### config.mk
export PLATFORM = sky130hd
export DESIGN_NAME = kernel_fifo_ctrl
export DESIGN_NICKNAME = d
export VERILOG_FILES = /design/src/rtl/kernel_fifo_ctrl.sv
export SDC_FILE = /design/constraint.sdc
export NUM_CORES = 1
export LEC_CHECK = 0
export CAP_MARGIN = 5
export CORE_MARGIN = 2
export CORE_UTILIZATION = 48
export DETAILED_ROUTE_END_ITERATION = 8
export PLACE_DENSITY = 0.85
export REMOVE_ABC_BUFFERS = 1
export SYNTH_ARGS = -nofsm -noshare
export SYNTH_HDL_FRONTEND = slang
export SYNTH_SLANG_ARGS = --single-unit
### constraint.sdc
create_clock -name i_clock -period 3.9 [get_ports i_clock]
set_input_delay 0.78 -clock i_clock [delete_from_list [all_inputs] [get_ports i_clock]]
set_output_delay 0.78 -clock i_clock [all_outputs]
set_load 0.03 [all_outputs]
### src/rtl/kernel_fifo_ctrl.sv
// -----------------------------------------------------------------------------
// kernel_fifo_ctrl
//
// Streams convolution kernel weights from a single-word weight memory into an
// external kernel FIFO, then pops one READ_PORTS-word window per input channel
// and presents it to the convolution engine over a valid/ready handshake.
//
// Ports
//   i_clock               single clock, rising edge
//   i_reset               synchronous, active-low reset
//   i_start               pulse; starts a job when idle
//   i_num_channels        channels (windows) in the job, latched on start
//   i_base_addr           first weight word address, latched on start
//   o_mem_req/o_mem_addr  one-word read request to weight memory
//   i_mem_rvalid/rdata    in-order read return, latency >= 1
//   o_fifo_wenable/wdata  FIFO write port (straight from the memory return)
//   o_fifo_renable        FIFO window read strobe (pops READ_PORTS words)
//   i_fifo_element_count  FIFO occupancy (registered inside the FIFO)
//   o_channel             channel index of the presented window
//   o_kernel_valid        window valid; FIFO read data is the payload
//   i_kernel_ready        conv engine accepts the window
//   o_busy / o_done       job active / one-cycle completion pulse
// -----------------------------------------------------------------------------
module kernel_fifo_ctrl #(
    parameter int DATA_WIDTH = 32,
    parameter int READ_PORTS = 9,
    parameter int FIFO_DEPTH = 16,
    parameter int CH_WIDTH   = 8,
    parameter int ADDR_WIDTH = 16,
    parameter int CNT_WIDTH  = $clog2(FIFO_DEPTH) + 1
) (
    input  logic                  i_clock,
    input  logic                  i_reset,
    input  logic                  i_start,
    input  logic [CH_WIDTH-1:0]   i_num_channels,
    input  logic [ADDR_WIDTH-1:0] i_base_addr,
    output logic                  o_mem_req,
    output logic [ADDR_WIDTH-1:0] o_mem_addr,
    input  logic                  i_mem_rvalid,
    input  logic [DATA_WIDTH-1:0] i_mem_rdata,
    output logic                  o_fifo_wenable,
    output logic [DATA_WIDTH-1:0] o_fifo_wdata,
    output logic                  o_fifo_renable,
    input  logic [CNT_WIDTH-1:0]  i_fifo_element_count,
    output logic [CH_WIDTH-1:0]   o_channel,
    output logic                  o_kernel_valid,
    input  logic                  i_kernel_ready,
    output logic                  o_busy,
    output logic                  o_done
);

    // num_channels * READ_PORTS fits in CH_WIDTH+4 bits for READ_PORTS <= 16
    localparam int TOT_W = CH_WIDTH + 4;

    typedef enum logic [1:0] {
        IDLE = 2'd0,
        RUN  = 2'd1,
        DONE = 2'd2
    } top_state_t;

    typedef enum logic [1:0] {
        RD_WAIT    = 2'd0,
        RD_LOAD    = 2'd1,
        RD_PRESENT = 2'd2
    } rd_state_t;

    top_state_t            top_state;
    rd_state_t             rd_state;
    logic [CH_WIDTH-1:0]   num_ch;
    logic [ADDR_WIDTH-1:0] base_addr;
    logic [TOT_W-1:0]      total_words;
    logic [TOT_W-1:0]      words_requested;
    logic [CNT_WIDTH-1:0]  outstanding;
    logic [CH_WIDTH-1:0]   windows_issued;
    logic [CH_WIDTH-1:0]   channel;

    logic [CNT_WIDTH:0]    credit_sum;
    logic                  mem_req;
    logic                  load_go;
    logic                  handshake;
    logic                  last_window;

    // Request credit, window-load and handshake decisions from registered state
    always_comb begin
        credit_sum  = {1'b0, i_fifo_element_count} + {1'b0, outstanding};
        mem_req     = 1'b0;
        load_go     = 1'b0;
        handshake   = 1'b0;
        last_window = 1'b0;
        if (top_state == RUN) begin
            // Count words already in flight so returns can never overfill the FIFO
            mem_req   = (words_requested < total_words) &&
                        (credit_sum < (CNT_WIDTH + 1)'(FIFO_DEPTH));
            load_go   = (rd_state == RD_WAIT) &&
                        (i_fifo_element_count >= CNT_WIDTH'(READ_PORTS)) &&
                        (windows_issued < num_ch);
            handshake = (rd_state == RD_PRESENT) && i_kernel_ready;
            last_window = handshake && (channel == (num_ch - CH_WIDTH'(1)));
        end else begin
            mem_req     = 1'b0;
        end
    end

    assign o_mem_req      = mem_req;
    assign o_mem_addr     = base_addr + ADDR_WIDTH'(words_requested);
    // Memory returns pass straight into the FIFO; stale returns outside RUN are dropped
    assign o_fifo_wenable = i_mem_rvalid && (top_state == RUN);
    assign o_fifo_wdata   = i_mem_rdata;
    assign o_fifo_renable = (rd_state == RD_LOAD);
    assign o_kernel_valid = (rd_state == RD_PRESENT);
    assign o_channel      = channel;
    assign o_busy         = (top_state != IDLE);
    assign o_done         = (top_state == DONE);

    // Top job FSM, fetch counters and window read sub-FSM
    always_ff @(posedge i_clock) begin
        if (!i_reset) begin
            top_state       <= IDLE;
            rd_state        <= RD_WAIT;
            num_ch          <= '0;
            base_addr       <= '0;
            total_words     <= '0;
            words_requested <= '0;
            outstanding     <= '0;
            windows_issued  <= '0;
            channel         <= '0;
        end else begin
            case (top_state)
                IDLE: begin
                    rd_state <= RD_WAIT;
                    if (i_start) begin
                        num_ch          <= i_num_channels;
                        base_addr       <= i_base_addr;
                        total_words     <= TOT_W'(i_num_channels) * TOT_W'(READ_PORTS);
                        words_requested <= '0;
                        outstanding     <= '0;
                        windows_issued  <= '0;
                        channel         <= '0;
                        top_state       <= (i_num_channels == '0) ? DONE : RUN;
                    end else begin
                        top_state <= IDLE;
                    end
                end
                RUN: begin
                    if (mem_req) begin
                        words_requested <= words_requested + TOT_W'(1);
                    end else begin
                        words_requested <= words_requested;
                    end
                    // Issue and return in the same cycle cancel out
                    if (mem_req && !i_mem_rvalid) begin
                        outstanding <= outstanding + CNT_WIDTH'(1);
                    end else if (!mem_req && i_mem_rvalid) begin
                        outstanding <= outstanding - CNT_WIDTH'(1);
                    end else begin
                        outstanding <= outstanding;
                    end
                    case (rd_state)
                        RD_WAIT: begin
                            if (load_go) begin
                                rd_state       <= RD_LOAD;
                                windows_issued <= windows_issued + CH_WIDTH'(1);
                            end else begin
                                rd_state <= RD_WAIT;
                            end
                        end
                        // FIFO read data appears one cycle after the strobe
                        RD_LOAD: rd_state <= RD_PRESENT;
                        RD_PRESENT: begin
                            if (last_window) begin
                                rd_state  <= RD_WAIT;
                                channel   <= '0;
                                top_state <= DONE;
                            end else if (handshake) begin
                                rd_state <= RD_WAIT;
                                channel  <= channel + CH_WIDTH'(1);
                            end else begin
                                rd_state <= RD_PRESENT;
                            end
                        end
                        default: rd_state <= RD_WAIT;
                    endcase
                end
                DONE: begin
                    rd_state  <= RD_WAIT;
                    top_state <= IDLE;
                end
                default: begin
                    rd_state  <= RD_WAIT;
                    top_state <= IDLE;
                end
            endcase
        end
    end

endmodule
### After elaboration in Yosys (flattened, before gate mapping)

Index checks and enable logic that the tools add are counted.

| storage, ports and cells | value |
|---|---|
| register bits | 73 |
| output and inout bits | 62 |
| logic and storage cells | 85 |

| operators by class | value |
|---|---|
| add/subtract/negate cells | 8 |
| multiply operators | 1 |
| order comparisons | 4 |
| equality and inequality tests | 13 |
| multiplexer cells | 28 |
| reduce and logical (&&, ||, !) cells | 22 |

Operator list:

| cell | number |
|---|---|
| 2-to-1 mux 8 bit | 6 |
| one-hot mux 8 bit (2 select lines) | 2 |
| 2-to-1 mux 12 bit | 2 |
| one-hot mux 12 bit (2 select lines) | 1 |
| adder 16 x 12 -> 16 bit | 1 |
| adder 8 x 1 -> 8 bit (second input constant) | 2 |
| 2-to-1 mux 5 bit | 3 |
| adder 12 x 1 -> 12 bit (second input constant) | 1 |
| less-than comparator 12 bit | 1 |
| multiplier 8 x 4 -> 12 bit (second input constant) | 1 |
| 2-to-1 mux 2 bit | 6 |
| != test 2 bit (second input constant) | 6 |
| one-hot mux 5 bit (2 select lines) | 1 |
| == test 8 bit | 1 |
| logical AND 1 bit | 8 |
| zero test 8 bit | 1 |
| less-than comparator 8 bit | 1 |
| AND reduction 4 bit | 2 |
| subtractor 8 x 1 -> 8 bit (second input constant) | 1 |
| adder 5 x 5 -> 6 bit | 1 |
| less-than comparator 6 x 5 -> 1 bit (second input constant) | 1 |
| one-hot mux 2 bit (3 select lines) | 1 |
| AND reduction 2 bit | 3 |
| AND reduction 3 bit | 2 |
| 12 further kinds | 21 |

### Depth between registers and ports, before layout

Gate-level depths: netlist of run 1.

| logic depth | value |
|---|---|
| word-level depth | 9 |
| mapped depth | 16 |
| depth with buffers taken out | 15 |

### Least setup slack after synthesis of run 1

OpenSTA, ideal clock, no wires.

| path | value |
|---|---|
| path kind | input port to flip-flop |
| start | in i_fifo_element_count[4] |
| end | reg outstanding[4] |
| library setup time | 0.075 ns |
| arrival | 3.355 ns |
| required time | 3.825 ns |
| path slack | 0.470 ns |
| stages on the path | 14 |
| cell sequence | ha_1 > nor4_1 > o211ai_1 > a21oi_2 > o21ai_2 > inv_2 > nand2b_1 > fa_1 > a21o_1 > a21oi_1 > xor2_1 > and2_1 > mux2i_1 > o22ai_1 |

| between the ends | value |
|---|---|
| longest elaborated chain between the ends | 8 |
| elaborated cells between the ends (all ways) | 11 |
| classes of those cells | 1 x add/sub; 1 x order compare; 1 x eq/ne; 3 x mux; 5 x reduce/logical |

RTL lines:

| what | line | RTL |
|---|---|---|
| start, declared | 44 | `input logic [CNT_WIDTH-1:0] i_fifo_element_count,` |
| adder 5 x 5 -> 6 bit (*) | 85 | `credit_sum = {1'b0, i_fifo_element_count} + {1'b0, outstanding};` |
| less-than comparator 6 x 5 -> 1 bit (*) | 93 | `(credit_sum < (CNT_WIDTH + 1)'(FIFO_DEPTH));` |
| logical AND 1 bit (*) | 92 | `mem_req = (words_requested < total_words) &&` |
| 2-to-1 mux 1 bit (*) | 90 | `if (top_state == RUN) begin` |
| net o_mem_req | 37 | `output logic o_mem_req,` |
| zero test 1 bit | 153 | `end else if (!mem_req && i_mem_rvalid) begin` |
| logical AND 1 bit | 153 |  |
| != test 3 x 1 -> 1 bit (no source line) | -- |  |
| AND reduction 3 bit (no source line) | -- |  |
| end signal, assigned | 152 | `outstanding <= outstanding + CNT_WIDTH'(1);` |
| end signal, assigned | 154 | `outstanding <= outstanding - CNT_WIDTH'(1);` |
| end signal, assigned | 156 | `outstanding <= outstanding;` |
| end, declared | 73 | `logic [CNT_WIDTH-1:0] outstanding;` |

The timed path passes the listed nets; every way through them passes the cells marked *.
A chain may end at the register's enable or synchronous reset.

### Worst setup path after layout of run 1

| path | value |
|---|---|
| start | reg words_requested[0] |
| end | out o_mem_addr[14] |

| between the ends | value |
|---|---|
| longest elaborated chain between the ends | 1 |

RTL lines:

| what | line | RTL |
|---|---|---|
| start, declared | 72 | `logic [TOT_W-1:0] words_requested;` |
| start signal, assigned | 146 | `words_requested <= words_requested + TOT_W'(1);` |
| start signal, assigned | 148 | `words_requested <= words_requested;` |
| adder 16 x 12 -> 16 bit | 105 | `assign o_mem_addr = base_addr + ADDR_WIDTH'(words_requested);` |
| end, declared | 38 | `output logic [ADDR_WIDTH-1:0] o_mem_addr,` |

Every way passes these cells.

==> qor.yml, run 1 <==
drtAntennaViolNets: 0
fp.dieH_um: 106.2
min_path_cells: 2
port_buffers: 63
cts_inserted_buffers: 9
dieArea_um2: 11270
synth-xor-area-share_pct: 6.469
die_x_um: 106.2
antenna_found_initial: 0
avgSynthCellArea_um2: 7.952
worst_clock_skew_ns: 0.01189
synthSimpleGateAreaFrac_pct: 21.10
ios: 128
postCtsSetupBuffers: 0
vias: 4694
gr-total-overflow: 0
rsz0062_at_grt: "no"
hold_violations: 0
synthCells: 630
ir_drop_v: 0.0001798
path_class: "flop to output pin"
syn_area_um2: 5010
syn_to_final_growth_pct: 14.64
tightest_slew_ns: 0.5334
synth_top_family_by_area: "simple AND/OR/NAND/NOR gates"
synth_top_area_share_pct: 27.97
dp_hpwl_um: 10440
synth_edf_count: 0
hold_end: "total_words[4]$_SDFFE_PN0P_"
synth-async-reset-ratio_pct: 0
fmax_mhz: 269.8
grt_max_degree: 42
wirelength_um: 13920
period_minus_slack_ns: 3.706
vias_per_cell: 5.882
num_rows: 37
ctsRootBufferMaster: "clkbuf_8"
synth-compound-area-share_pct: 19.16
ctsHoldBuffers: 0
ctsLongestPathBuffers: 2
cts.reportedPaths.clkPinSlew_ns: 0.07
clkSinkCount: 70
clk-insertion-delay-late_ns: 0.35
reg2reg_depth: 16
diodes: 0
r2r_end: "outstanding[4]$_SDFFE_PN0P_"
hold_start: "total_words[4]$_SDFFE_PN0P_"
final.setup.tns_ns: 0
place_congestion: 0.9046
worstSetupStartpointType: "flop"
regArea_um2: 1401
slew_viol_final: 0
grt_pass1_vias: 4746
setup_viol: 0
post-route-period-util_pct: 95.03
ys_ff_latch: 70
h-tree-depth: 3
critPathRequiredTime_ns: 3.12
crit_fanout: 5
yosysSeqAreaShare_pct: 27.97
cap_viol_max_count: 0
wl_per_cell_um: 17.44
leakagePower_nw: 2.326
synth-adder-area-share_pct: 13.94
dp_slack_ns: -0.04069
drive_gt1_share_pct: 6.042
setup_ws_ns: 0.1938
cts_tree: "built"
drc_errors: 0
relSlewSlack_pct: 64.06
synth_ff_type: "dfxtp_1"
r2r_slack_ns: 0.38
initialDrtViolationCount: 288
synth_top_cell_by_area: "dfxtp_1"
power.total_mw: 1.804
synthMuxAreaShare_pct: 1.873
synthTopCellsByArea: "dfxtp_1, ha_1, nand2_1, a21oi_1, buf_4"
outcome: "finished, final reports clean"
initial_utilization_pct: 48.97
cp-end-kind: "output pin"
grt_pass1_wl_um: 22690
core_area_um2: 10230
synth_warnings: 0
power.density_nw_per_um2: 314.2
ys_types: 61
r2r-start: "num_ch[2]$_SDFFE_PN0P_"
grt.total_usage_pct: 25.04
multiInputGateArea_um2: 3158
hold_class: "flop to flop"
fin_nets: 779
num-fill-cells: 919
dr.pass1.iters: 5
arrival_ns: 2.93
what timing repair did:
item | in CTS | in global routing
hold endpoints to repair | 0 | 0
gates resized for setup | 3 | 6
endpoints found under the setup margin | 3 | 5
where the power goes:
part	internal, mW	total, mW	switching, mW
combinational	0.202	0.467	0.266
sequential	0.750	0.792	0.0417
clock	0.276	0.545	0.269
total	1.23	1.80	0.577
cells in the mapped netlist (15+ instances only):
master / number
nand2_1: 95
dfxtp_1: 70
a21oi_1: 69
ha_1: 51
inv_1: 35
buf_4: 33
nor2_1: 26
xnor2_1: 24
nand3_1: 19
clkbuf_1: 18
o21ai_0: 18
nand4_1: 15
final cells by class:
class	count	area share, %
clock inverters	1	0.08715
well taps	136	2.963
multi-input cells	469	54.99
clock buffers	13	2.941
repair buffers	73	12.27
flip-flops and latches	70	24.40
inverters	36	2.353
metal layers:
| layer | track usage [%] | share of wire [%] | vias up |
|---|---|---|---|
| met5 | 5.238 | 0 | - |
| met4 | 7.519 | 1.4 | 0 |
| met3 | 10.30 | 8.7 | 19 |
| met2 | 42.08 | 47 | 185 |
| met1 | 28.69 | 43 | 2239 |
| li1 | - | - | 2251 |
stage by stage:
stage                     std cells  util, %  instance area [µm²]  hold WS (ns)
after CTS                       798    55.89                 5718        0.4636
after global routing            798    56.13                 5743        0.4837
after global placement          784    54.23                 5548        0.4395
final                           798    56.13                 5743        0.4589
after detailed placement        784    54.23                 5548        0.4494
after floorplan                 575        -                 4669        0.4319
worst max path at each step:
| stage | from | end | slack (ns) | cells after the start |
|---|---|---|---|---|
| after floorplan | i_start | outstanding[2]$_SDFFE_PN0P_ | 0.18 | 4 |
| after global placement | i_fifo_element_count[4] | outstanding[4]$_SDFFE_PN0P_ | 0.19 | 15 |
| after detailed placement | i_fifo_element_count[4] | outstanding[4]$_SDFFE_PN0P_ | -0.04 | 15 |
| after CTS | words_requested[0]$_SDFFE_PN0P_ | o_mem_addr[10] | 0.02 | 9 |
| after global routing | words_requested[0]$_SDFFE_PN0P_ | o_mem_addr[14] | 0.02 | 10 |
| final | words_requested[0]$_SDFFE_PN0P_ | o_mem_addr[14] | 0.19 | 10 |
sequential cells by signal, indices dropped and copies added (netlist names):
register and count:
rd_state 2, outstanding 5, words_requested 12, num_ch 8
total_words 9, base_addr 16, o_channel 8, top_state 2
windows_issued 8
critical path, stage by stage (launching register included):
cell           delay (ns)
dfxtp_1              0.41
ha_1                 0.20
inv_1                0.05
fa_1                 0.40
nor2b_1              0.20
o31ai_2              0.10
a21oi_2              0.21
o41ai_4              0.11
or4_1                0.41
nand4_1              0.08
dlygate4sd2_1        0.39
cells in the final DEF (no fill, tap or decap), types with 6 or more instances in the layout:
cell type / instances
mux2i_1: 8
and3_1: 7
clkdlybuf4s50_1: 57
a21oi_1: 68
nand2b_1: 7
nand3_1: 19
a211oi_1: 6
xor2_1: 13
ha_1: 51
nor2b_1: 8
clkbuf_8: 12
o21ai_0: 17
nor3_1: 6
nor2_1: 26
a21o_1: 8
o2111ai_1: 7
nand4_1: 15
dfxtp_1: 70
or3_1: 10
buf_4: 11
inv_1: 35
xnor2_1: 24
nand2_1: 95
cell families (layout without fill, tap and decap cells):
family                   after synthesis  in the layout
buffers and inverters                 91            123
flip-flops                            70             70
XOR/XNOR                              37             37
adder cells (fa/ha/maj)               54             54
multiplexers                           9              9
AO/OA/AOI/OAI                        151            151
AND/OR/NAND/NOR                      218            218
Note: power is estimated with default switching activity, not from simulation.
==> run 2: changes to the inputs <==
GPL_ROUTABILITY_DRIVEN = 0   (was not set)
TNS_END_PERCENT = 100   (was not set)
==> results of run 2 <==
Final layout, timing and power as in run 1 (identical DEF).
